## src/rtl/fifo_rd_stream_pkg.sv

```systemverilog
// Shared types and width helpers for the fifo_rd_stream read-side drain engine.
package fifo_rd_stream_pkg;

  typedef enum logic [1:0] {
    ST_IDLE  = 2'd0,
    ST_RUN   = 2'd1,
    ST_DRAIN = 2'd2
  } state_e;

  localparam int STATS_W = 32;

  // Counter width able to hold the values 0..depth inclusive.
  function automatic int cnt_width(input int depth);
    return $clog2(depth + 1);
  endfunction

  function automatic int ptr_width(input int depth);
    return (depth > 1) ? $clog2(depth) : 1;
  endfunction

endpackage

```

## src/rtl/fifo_rd_stream_if.sv

```systemverilog
// FIFO read port plus valid/ready output stream of the drain engine.
interface fifo_rd_stream_if #(
  parameter int DATA_WIDTH = 32
);
  logic                  fifo_rden;
  logic                  fifo_rempty;
  logic [DATA_WIDTH-1:0] fifo_rdata;
  logic                  m_valid;
  logic                  m_ready;
  logic [DATA_WIDTH-1:0] m_data;

  modport master (
    output fifo_rden,
    input  fifo_rempty,
    input  fifo_rdata,
    output m_valid,
    input  m_ready,
    output m_data
  );

  modport slave (
    input  fifo_rden,
    output fifo_rempty,
    output fifo_rdata,
    input  m_valid,
    output m_ready,
    input  m_data
  );
endinterface

```

## src/rtl/fifo_rd_stream_buf.sv

```systemverilog
// In-order output buffer (BUF_DEPTH x DATA_WIDTH) with registered head word.
// Pointers compare-and-clear so BUF_DEPTH need not be a power of two.
module stream_buf_fifo
  import fifo_rd_stream_pkg::*;
#(
  parameter int DATA_WIDTH = 32,
  parameter int BUF_DEPTH  = 4,
  parameter int CNT_WIDTH  = cnt_width(BUF_DEPTH)
) (
  input  logic                  clk,
  input  logic                  reset,
  input  logic                  push,
  input  logic [DATA_WIDTH-1:0] push_data,
  input  logic                  pop,
  output logic [CNT_WIDTH-1:0]  occ,
  output logic [DATA_WIDTH-1:0] head,
  output logic                  full,
  output logic                  not_empty
);

  localparam int PTR_W = ptr_width(BUF_DEPTH);

  logic [DATA_WIDTH-1:0] mem_q [BUF_DEPTH];
  logic [DATA_WIDTH-1:0] mem_d [BUF_DEPTH];
  logic [PTR_W-1:0]      wr_ptr_q, wr_ptr_d;
  logic [PTR_W-1:0]      rd_ptr_q, rd_ptr_d;
  logic [CNT_WIDTH-1:0]  occ_q, occ_d;
  logic                  pop_ok_s;
  logic                  push_ok_s;

  assign occ       = occ_q;
  assign head      = mem_q[rd_ptr_q];
  assign full      = (occ_q == CNT_WIDTH'(BUF_DEPTH));
  assign not_empty = (occ_q != '0);

  // Qualify requests; a write into a full buffer is only legal alongside a pop.
  always_comb begin
    pop_ok_s  = pop & not_empty;
    push_ok_s = push & (~full | pop_ok_s);
  end

  // Next-state for storage, pointers and occupancy.
  always_comb begin
    mem_d    = mem_q;
    wr_ptr_d = wr_ptr_q;
    rd_ptr_d = rd_ptr_q;
    occ_d    = occ_q;
    if (push_ok_s) begin
      mem_d[wr_ptr_q] = push_data;
      if (wr_ptr_q == PTR_W'(BUF_DEPTH - 1)) begin
        wr_ptr_d = '0;
      end else begin
        wr_ptr_d = wr_ptr_q + PTR_W'(1);
      end
    end else begin
      wr_ptr_d = wr_ptr_q;
    end
    if (pop_ok_s) begin
      if (rd_ptr_q == PTR_W'(BUF_DEPTH - 1)) begin
        rd_ptr_d = '0;
      end else begin
        rd_ptr_d = rd_ptr_q + PTR_W'(1);
      end
    end else begin
      rd_ptr_d = rd_ptr_q;
    end
    case ({push_ok_s, pop_ok_s})
      2'b10:   occ_d = occ_q + CNT_WIDTH'(1);
      2'b01:   occ_d = occ_q - CNT_WIDTH'(1);
      default: occ_d = occ_q;
    endcase
  end

  // Storage is cleared on reset so the head word reads zero afterwards.
  always_ff @(posedge clk) begin
    if (reset) begin
      for (int i = 0; i < BUF_DEPTH; i++) begin
        mem_q[i] <= '0;
      end
      wr_ptr_q <= '0;
      rd_ptr_q <= '0;
      occ_q    <= '0;
    end else begin
      mem_q    <= mem_d;
      wr_ptr_q <= wr_ptr_d;
      rd_ptr_q <= rd_ptr_d;
      occ_q    <= occ_d;
    end
  end

endmodule

```

## src/rtl/fifo_rd_stream_chk.sv

```systemverilog
// Parameter and protocol checks for fifo_rd_stream.
module fifo_rd_stream_chk #(
  parameter int RD_LATENCY = 1,
  parameter int BUF_DEPTH  = 4
) (
  input logic clk,
  input logic reset,
  input logic rden,
  input logic rempty,
  input logic push,
  input logic pop,
  input logic full
);

  if ((RD_LATENCY < 1) || (RD_LATENCY > 4)) begin : g_bad_latency
    $error("fifo_rd_stream: RD_LATENCY must be within 1..4");
  end

  if (BUF_DEPTH < (RD_LATENCY + 1)) begin : g_bad_depth
    $error("fifo_rd_stream: BUF_DEPTH must be at least RD_LATENCY+1");
  end

  // Read strobes against an empty FIFO and buffer overflow are design errors.
  always @(posedge clk) begin
    if (!reset) begin
      assert (!(rden && rempty)) else $error("fifo_rd_stream: read strobe while FIFO empty");
      assert (!(push && full && !pop)) else $error("fifo_rd_stream: output buffer overflow");
    end
  end

endmodule

```

## src/rtl/fifo_rd_stream.sv

```systemverilog
// Read-domain drain engine: credit-checked FIFO reads, latency pipe, output stream.
// Optional FIFO_RD_STREAM_STATS_EN adds beat_count / stall_count outputs.
module fifo_rd_stream
  import fifo_rd_stream_pkg::*;
#(
  parameter int DATA_WIDTH = 32,
  parameter int RD_LATENCY = 1,
  parameter int BUF_DEPTH  = 4,
  parameter int CNT_WIDTH  = cnt_width(BUF_DEPTH)
) (
  input  logic                    clk,
  input  logic                    reset,
  input  logic                    enable,
  fifo_rd_stream_if.master        bus,
  output logic                    idle
`ifdef FIFO_RD_STREAM_STATS_EN
  ,
  output logic [STATS_W-1:0]      beat_count,
  output logic [STATS_W-1:0]      stall_count
`endif
);

  localparam logic [1:0] S_IDLE  = ST_IDLE;
  localparam logic [1:0] S_RUN   = ST_RUN;
  localparam logic [1:0] S_DRAIN = ST_DRAIN;
  localparam int         SUM_W   = CNT_WIDTH + 2;

  logic [1:0]            state_q, state_d;
  logic [RD_LATENCY-1:0] pipe_q, pipe_d;
  logic [CNT_WIDTH-1:0]  occ_s;
  logic [CNT_WIDTH-1:0]  inflight_s;
  logic [SUM_W-1:0]      commit_s;
  logic                  rden_s;
  logic                  push_s;
  logic                  pop_s;
  logic                  full_s;
  logic                  not_empty_s;
  logic                  drained_s;

  assign push_s        = pipe_q[RD_LATENCY-1];
  assign pop_s         = not_empty_s & bus.m_ready;
  assign bus.m_valid   = not_empty_s;
  assign bus.fifo_rden = rden_s;
  assign idle          = (state_q == S_IDLE);

  // Reads still travelling through the SRAM latency.
  always_comb begin
    inflight_s = '0;
    for (int i = 0; i < RD_LATENCY; i++) begin
      inflight_s = inflight_s + CNT_WIDTH'(pipe_q[i]);
    end
  end

  // Issue only if the word is guaranteed a buffer slot when it lands.
  always_comb begin
    commit_s = SUM_W'(occ_s) + SUM_W'(inflight_s) - SUM_W'(pop_s);
    if ((state_q == S_RUN) && !bus.fifo_rempty && (commit_s < SUM_W'(BUF_DEPTH))) begin
      rden_s = 1'b1;
    end else begin
      rden_s = 1'b0;
    end
  end

  // Latency pipe: a 1 enters per read and marks rdata valid at the tail.
  always_comb begin
    pipe_d    = '0;
    pipe_d[0] = rden_s;
    for (int i = 1; i < RD_LATENCY; i++) begin
      pipe_d[i] = pipe_q[i-1];
    end
  end

  // Drain completes once nothing is in flight and the last beat leaves.
  always_comb begin
    if ((inflight_s == '0) &&
        ((occ_s == '0) || ((occ_s == CNT_WIDTH'(1)) && pop_s))) begin
      drained_s = 1'b1;
    end else begin
      drained_s = 1'b0;
    end
  end

  // Control FSM next state.
  always_comb begin
    state_d = state_q;
    case (state_q)
      S_IDLE: begin
        if (enable) state_d = S_RUN;
        else        state_d = S_IDLE;
      end
      S_RUN: begin
        if (!enable) state_d = S_DRAIN;
        else         state_d = S_RUN;
      end
      S_DRAIN: begin
        if (enable)         state_d = S_RUN;
        else if (drained_s) state_d = S_IDLE;
        else                state_d = S_DRAIN;
      end
      default: state_d = S_IDLE;
    endcase
  end

  // Control registers.
  always_ff @(posedge clk) begin
    if (reset) begin
      state_q <= S_IDLE;
      pipe_q  <= '0;
    end else begin
      state_q <= state_d;
      pipe_q  <= pipe_d;
    end
  end

  stream_buf_fifo #(
    .DATA_WIDTH (DATA_WIDTH),
    .BUF_DEPTH  (BUF_DEPTH),
    .CNT_WIDTH  (CNT_WIDTH)
  ) u_buf (
    .clk       (clk),
    .reset     (reset),
    .push      (push_s),
    .push_data (bus.fifo_rdata),
    .pop       (pop_s),
    .occ       (occ_s),
    .head      (bus.m_data),
    .full      (full_s),
    .not_empty (not_empty_s)
  );

  fifo_rd_stream_chk #(
    .RD_LATENCY (RD_LATENCY),
    .BUF_DEPTH  (BUF_DEPTH)
  ) u_chk (
    .clk    (clk),
    .reset  (reset),
    .rden   (rden_s),
    .rempty (bus.fifo_rempty),
    .push   (push_s),
    .pop    (pop_s),
    .full   (full_s)
  );

`ifdef FIFO_RD_STREAM_STATS_EN
  logic [STATS_W-1:0] beat_count_q, beat_count_d;
  logic [STATS_W-1:0] stall_count_q, stall_count_d;

  assign beat_count  = beat_count_q;
  assign stall_count = stall_count_q;

  // Beat counter wraps; stall counter saturates.
  always_comb begin
    if (pop_s) beat_count_d = beat_count_q + 32'd1;
    else       beat_count_d = beat_count_q;
    if (not_empty_s && !bus.m_ready && (stall_count_q != 32'hFFFF_FFFF)) begin
      stall_count_d = stall_count_q + 32'd1;
    end else begin
      stall_count_d = stall_count_q;
    end
  end

  // Statistics registers.
  always_ff @(posedge clk) begin
    if (reset) begin
      beat_count_q  <= '0;
      stall_count_q <= '0;
    end else begin
      beat_count_q  <= beat_count_d;
      stall_count_q <= stall_count_d;
    end
  end
`endif

endmodule
```

## src/flat_wrapper.sv

```systemverilog
// flat-port wrapper written by rule: the top's interface ports become plain ports
module fifo_rd_stream_flat import fifo_rd_stream_pkg::*;
#(
  parameter int DATA_WIDTH = 32,
  parameter int RD_LATENCY = 1,
  parameter int BUF_DEPTH  = 4,
  parameter int CNT_WIDTH  = cnt_width(BUF_DEPTH)
)
  (clk, reset, enable, idle, bus_fifo_rden, bus_fifo_rempty, bus_fifo_rdata, bus_m_valid, bus_m_ready, bus_m_data);
  fifo_rd_stream_if #(.DATA_WIDTH(DATA_WIDTH)) bus_i ();
  input  logic clk;
  input  logic reset;
  input  logic enable;
  output logic idle;
  output wire logic [$bits(bus_i.fifo_rden)-1:0] bus_fifo_rden;
  input wire logic [$bits(bus_i.fifo_rempty)-1:0] bus_fifo_rempty;
  input wire logic [$bits(bus_i.fifo_rdata)-1:0] bus_fifo_rdata;
  output wire logic [$bits(bus_i.m_valid)-1:0] bus_m_valid;
  input wire logic [$bits(bus_i.m_ready)-1:0] bus_m_ready;
  output wire logic [$bits(bus_i.m_data)-1:0] bus_m_data;
  assign bus_fifo_rden = bus_i.fifo_rden;
  assign bus_i.fifo_rempty = bus_fifo_rempty;
  assign bus_i.fifo_rdata = bus_fifo_rdata;
  assign bus_m_valid = bus_i.m_valid;
  assign bus_i.m_ready = bus_m_ready;
  assign bus_m_data = bus_i.m_data;
  fifo_rd_stream #(.DATA_WIDTH(DATA_WIDTH), .RD_LATENCY(RD_LATENCY), .BUF_DEPTH(BUF_DEPTH), .CNT_WIDTH(CNT_WIDTH)) u_core (.clk(clk), .reset(reset), .enable(enable), .bus(bus_i), .idle(idle));
endmodule
```

## config.mk

```make
export PLATFORM = sky130hd
export DESIGN_NAME = fifo_rd_stream_flat
export DESIGN_NICKNAME = d
export VERILOG_FILES = /design/src/rtl/fifo_rd_stream_pkg.sv /design/src/rtl/fifo_rd_stream_if.sv /design/src/rtl/fifo_rd_stream_buf.sv /design/src/rtl/fifo_rd_stream_chk.sv /design/src/rtl/fifo_rd_stream.sv /design/src/flat_wrapper.sv
export SDC_FILE = /design/constraint.sdc
export NUM_CORES = 1
export LEC_CHECK = 0
export ABC_AREA = 1
export CAP_MARGIN = 20
export CORE_MARGIN = 2
export CORE_UTILIZATION = 40
export DETAILED_ROUTE_END_ITERATION = 8
export MAX_ROUTING_LAYER = met4
export PLACE_DENSITY = 0.66
export SYNTH_ARGS = -nofsm -noshare
export SYNTH_HDL_FRONTEND = slang
export SYNTH_HIERARCHICAL = 1
export SYNTH_SLANG_ARGS = --single-unit
```

## constraint.sdc

```tcl
create_clock -name clk -period 3.6 [get_ports clk]
set_clock_uncertainty 0.1 [all_clocks]
set_input_delay 0.54 -clock clk [delete_from_list [all_inputs] [get_ports clk]]
set_output_delay 0.54 -clock clk [all_outputs]
set_load 0.05 [all_outputs]
```

==> reports/summary.txt <==
post-cts sizing count -> 0
nets@finish -> 1345
Least-Margin Pin Slew -> 0.906 ns
maximum VDD drop -> 0.357 mV
CP required -> 2.96 ns
WL/cell -> 12.8 um
Starting Density -> 40.4%
number of antenna repair diodes -> 0
CTS Buf Count -> 17
Die Y -> 144 um
Hold Vio Cnt, Final -> 0
yosys warns -> 6
type of the worst min-delay path -> reg -> reg
Placed Cells -> 1544
MaxCap Viol Count -> 0
Synth Instances -> 1281
synth-to-layout area growth -> 21.7%
unrepaired setup endpoints after global routing -> no
share of post-route cells with drive strength above 1 -> 6.64%
Worst path most repeated cell -> nand2_1
Total Wirelength -> 20.2 mm
largest net degree at the start of global routing -> 133
initial antenna violation count -> 0
setup_tns -> 0 ns
Final Max Tran Viols -> 0
Hold-fix buffers, CTS -> 0
grt ovf -> 0
CP Class -> reg -> out
Worst Hold Path Cells -> 4
fin crit share -> 80.6%
reg2reg path depth -> 15
Die W -> 144 um
CTS root buf -> clkbuf_16
CP max FO -> 7
gr usage total -> 20.8%
Power per Cell Area -> 408 nW/um^2
outcome -> completed
vias per cell -> 4.72
flop-to-flop setup slack -> 1.07 ns
routed via count -> 7432
Filler cells -> 1945
CTS tree -> yes
port bufs -> 71
Final Critical Period -> 2.90 ns
FP Rows -> 51
syn_nets -> 1328
first-pass GRT wire length -> 33.4 mm
drt pass-1 iters -> 5
worst skew pair latency -> 0.42 ns
Max Root-Sink Buffers -> 2
Static Leak -> 4.45 nW
Crit-path slowest cell -> dfxtp_1
HPWL Detailed -> 11.2 mm
DRC Markers -> 0
GP Congestion -> 0.761
CORE AREA -> 19300 sq um
Setup Viol. Count Final -> 0
htree depth -> 4
crit end category -> output port
Ports -> 72
postcts setup bufs -> 0
worst stage delay on the critical path -> 0.48 ns
register clock-pin slew on the reported worst setup and hold paths -> 0.06 ns
post-route ant nets -> 0
initial detailed-routing violation count -> 676
fmax -> 0.345 GHz
CP arrival -> 2.26 ns
vias in the first global route -> 6635
Avg Inst Size Synth -> 6.10 sq um
clk sinks -> 138
Mapped Area -> 7820 sq um
Die ar. -> 20700 sq um
crit-path cells -> inv_1 > nand2_1 > nand2_1 > inv_1 > nand2_1 > ha_1 > nand2_1 > inv_1 > nand3_2 > nand2_1 > nand2_1 > nand3_1 > inv_1 > buf_4
startpoint types -> flop
slew margin rel. -> 39.6%
filler-free cell count of the finished design -> 1576
worst max-delay path: cells and delay by family (launching register included):
kind	cells	cell delay, ns
buf+inv	5	0.50
flops	1	0.48
simple gates	8	0.61
fa+ha+maj	1	0.26
area by class of cell:
class / count / area, sq um / area share (%)
clock inverters: 8 / 140 / 1.47
well taps: 265 / 332 / 3.49
inverters: 310 / 1160 / 12.2
multi-input cells: 742 / 3420 / 35.9
repair buffers: 89 / 1200 / 12.6
flip-flops and latches: 138 / 2770 / 29.1
clock buffers: 24 / 492 / 5.17
layer usage:
metal | share of wire, % | up-vias | GRT usage (%)
met4 | 1.6 | 0 | 5.83
li1 | - | 3917 | -
met2 | 46 | 183 | 32.9
met5 | 0 | - | -
met1 | 47 | 3309 | 27.5
met3 | 4.8 | 23 | 3.37
report_power, final:
group / switching (mW) / internal (mW) / total, mW / leakage [nW]
sequential: 0.0153 / 1.55 / 1.56 / 1.11
clock: 0.640 / 1.23 / 1.87 / 0.314
combinational: 0.273 / 0.175 / 0.448 / 3.02
through the flow:
stage	hold WS, ns	utilization, %	total power, mW	cell area [sq um]	setup WS (ns)
2_1_floorplan	0.386	-	1.86	7820	0.775
3_3_place_gp	0.395	45.9	2.04	8880	0.843
3_5_place_dp	0.396	45.9	2.04	8880	0.805
4_1_cts	0.407	49.2	3.91	9510	0.669
5_1_grt	0.430	49.2	4.03	9510	0.459
6_report	0.408	49.2	3.88	9510	0.699
cells in the final DEF (no fill, tap or decap), drive strengths merged:
| cell type | instances |
|---|---|
| inv | 308 |
| nor2 | 147 |
| buf | 51 |
| o21ai | 38 |
| nand4 | 128 |
| ha | 9 |
| nand3 | 8 |
| nor4 | 1 |
| or2 | 2 |
| and2 | 1 |
| clkbuf | 24 |
| a21oi | 101 |
| fa | 1 |
| nand2 | 305 |
| clkinv | 6 |
| a211oi | 1 |
| clkdlybuf4s50 | 38 |
| dfxtp | 138 |
| bufinv | 4 |
flip-flops by register name, summed over array words and instances (netlist names):
register               cells
u_core/u_buf/mem_q       128
u_core/u_buf/occ           3
u_core/state_q             2
u_core/u_buf/rd_ptr_q      2
u_core/u_buf/wr_ptr_q      2
u_core/pipe_q              1
worst paths after layout:
kind / start / endpoint
setup / recovery: u_core/u_buf/occ[2] / bus_fifo_rden
hold reg to reg: u_core/u_buf/mem_q[45] / u_core/u_buf/mem_q[45]
hold / removal: u_core/u_buf/mem_q[45] / u_core/u_buf/mem_q[45]
setup reg to reg: u_core/u_buf/occ[1] / u_core/u_buf/occ[2]
No activity file was read; power rests on OpenSTA's default activity.
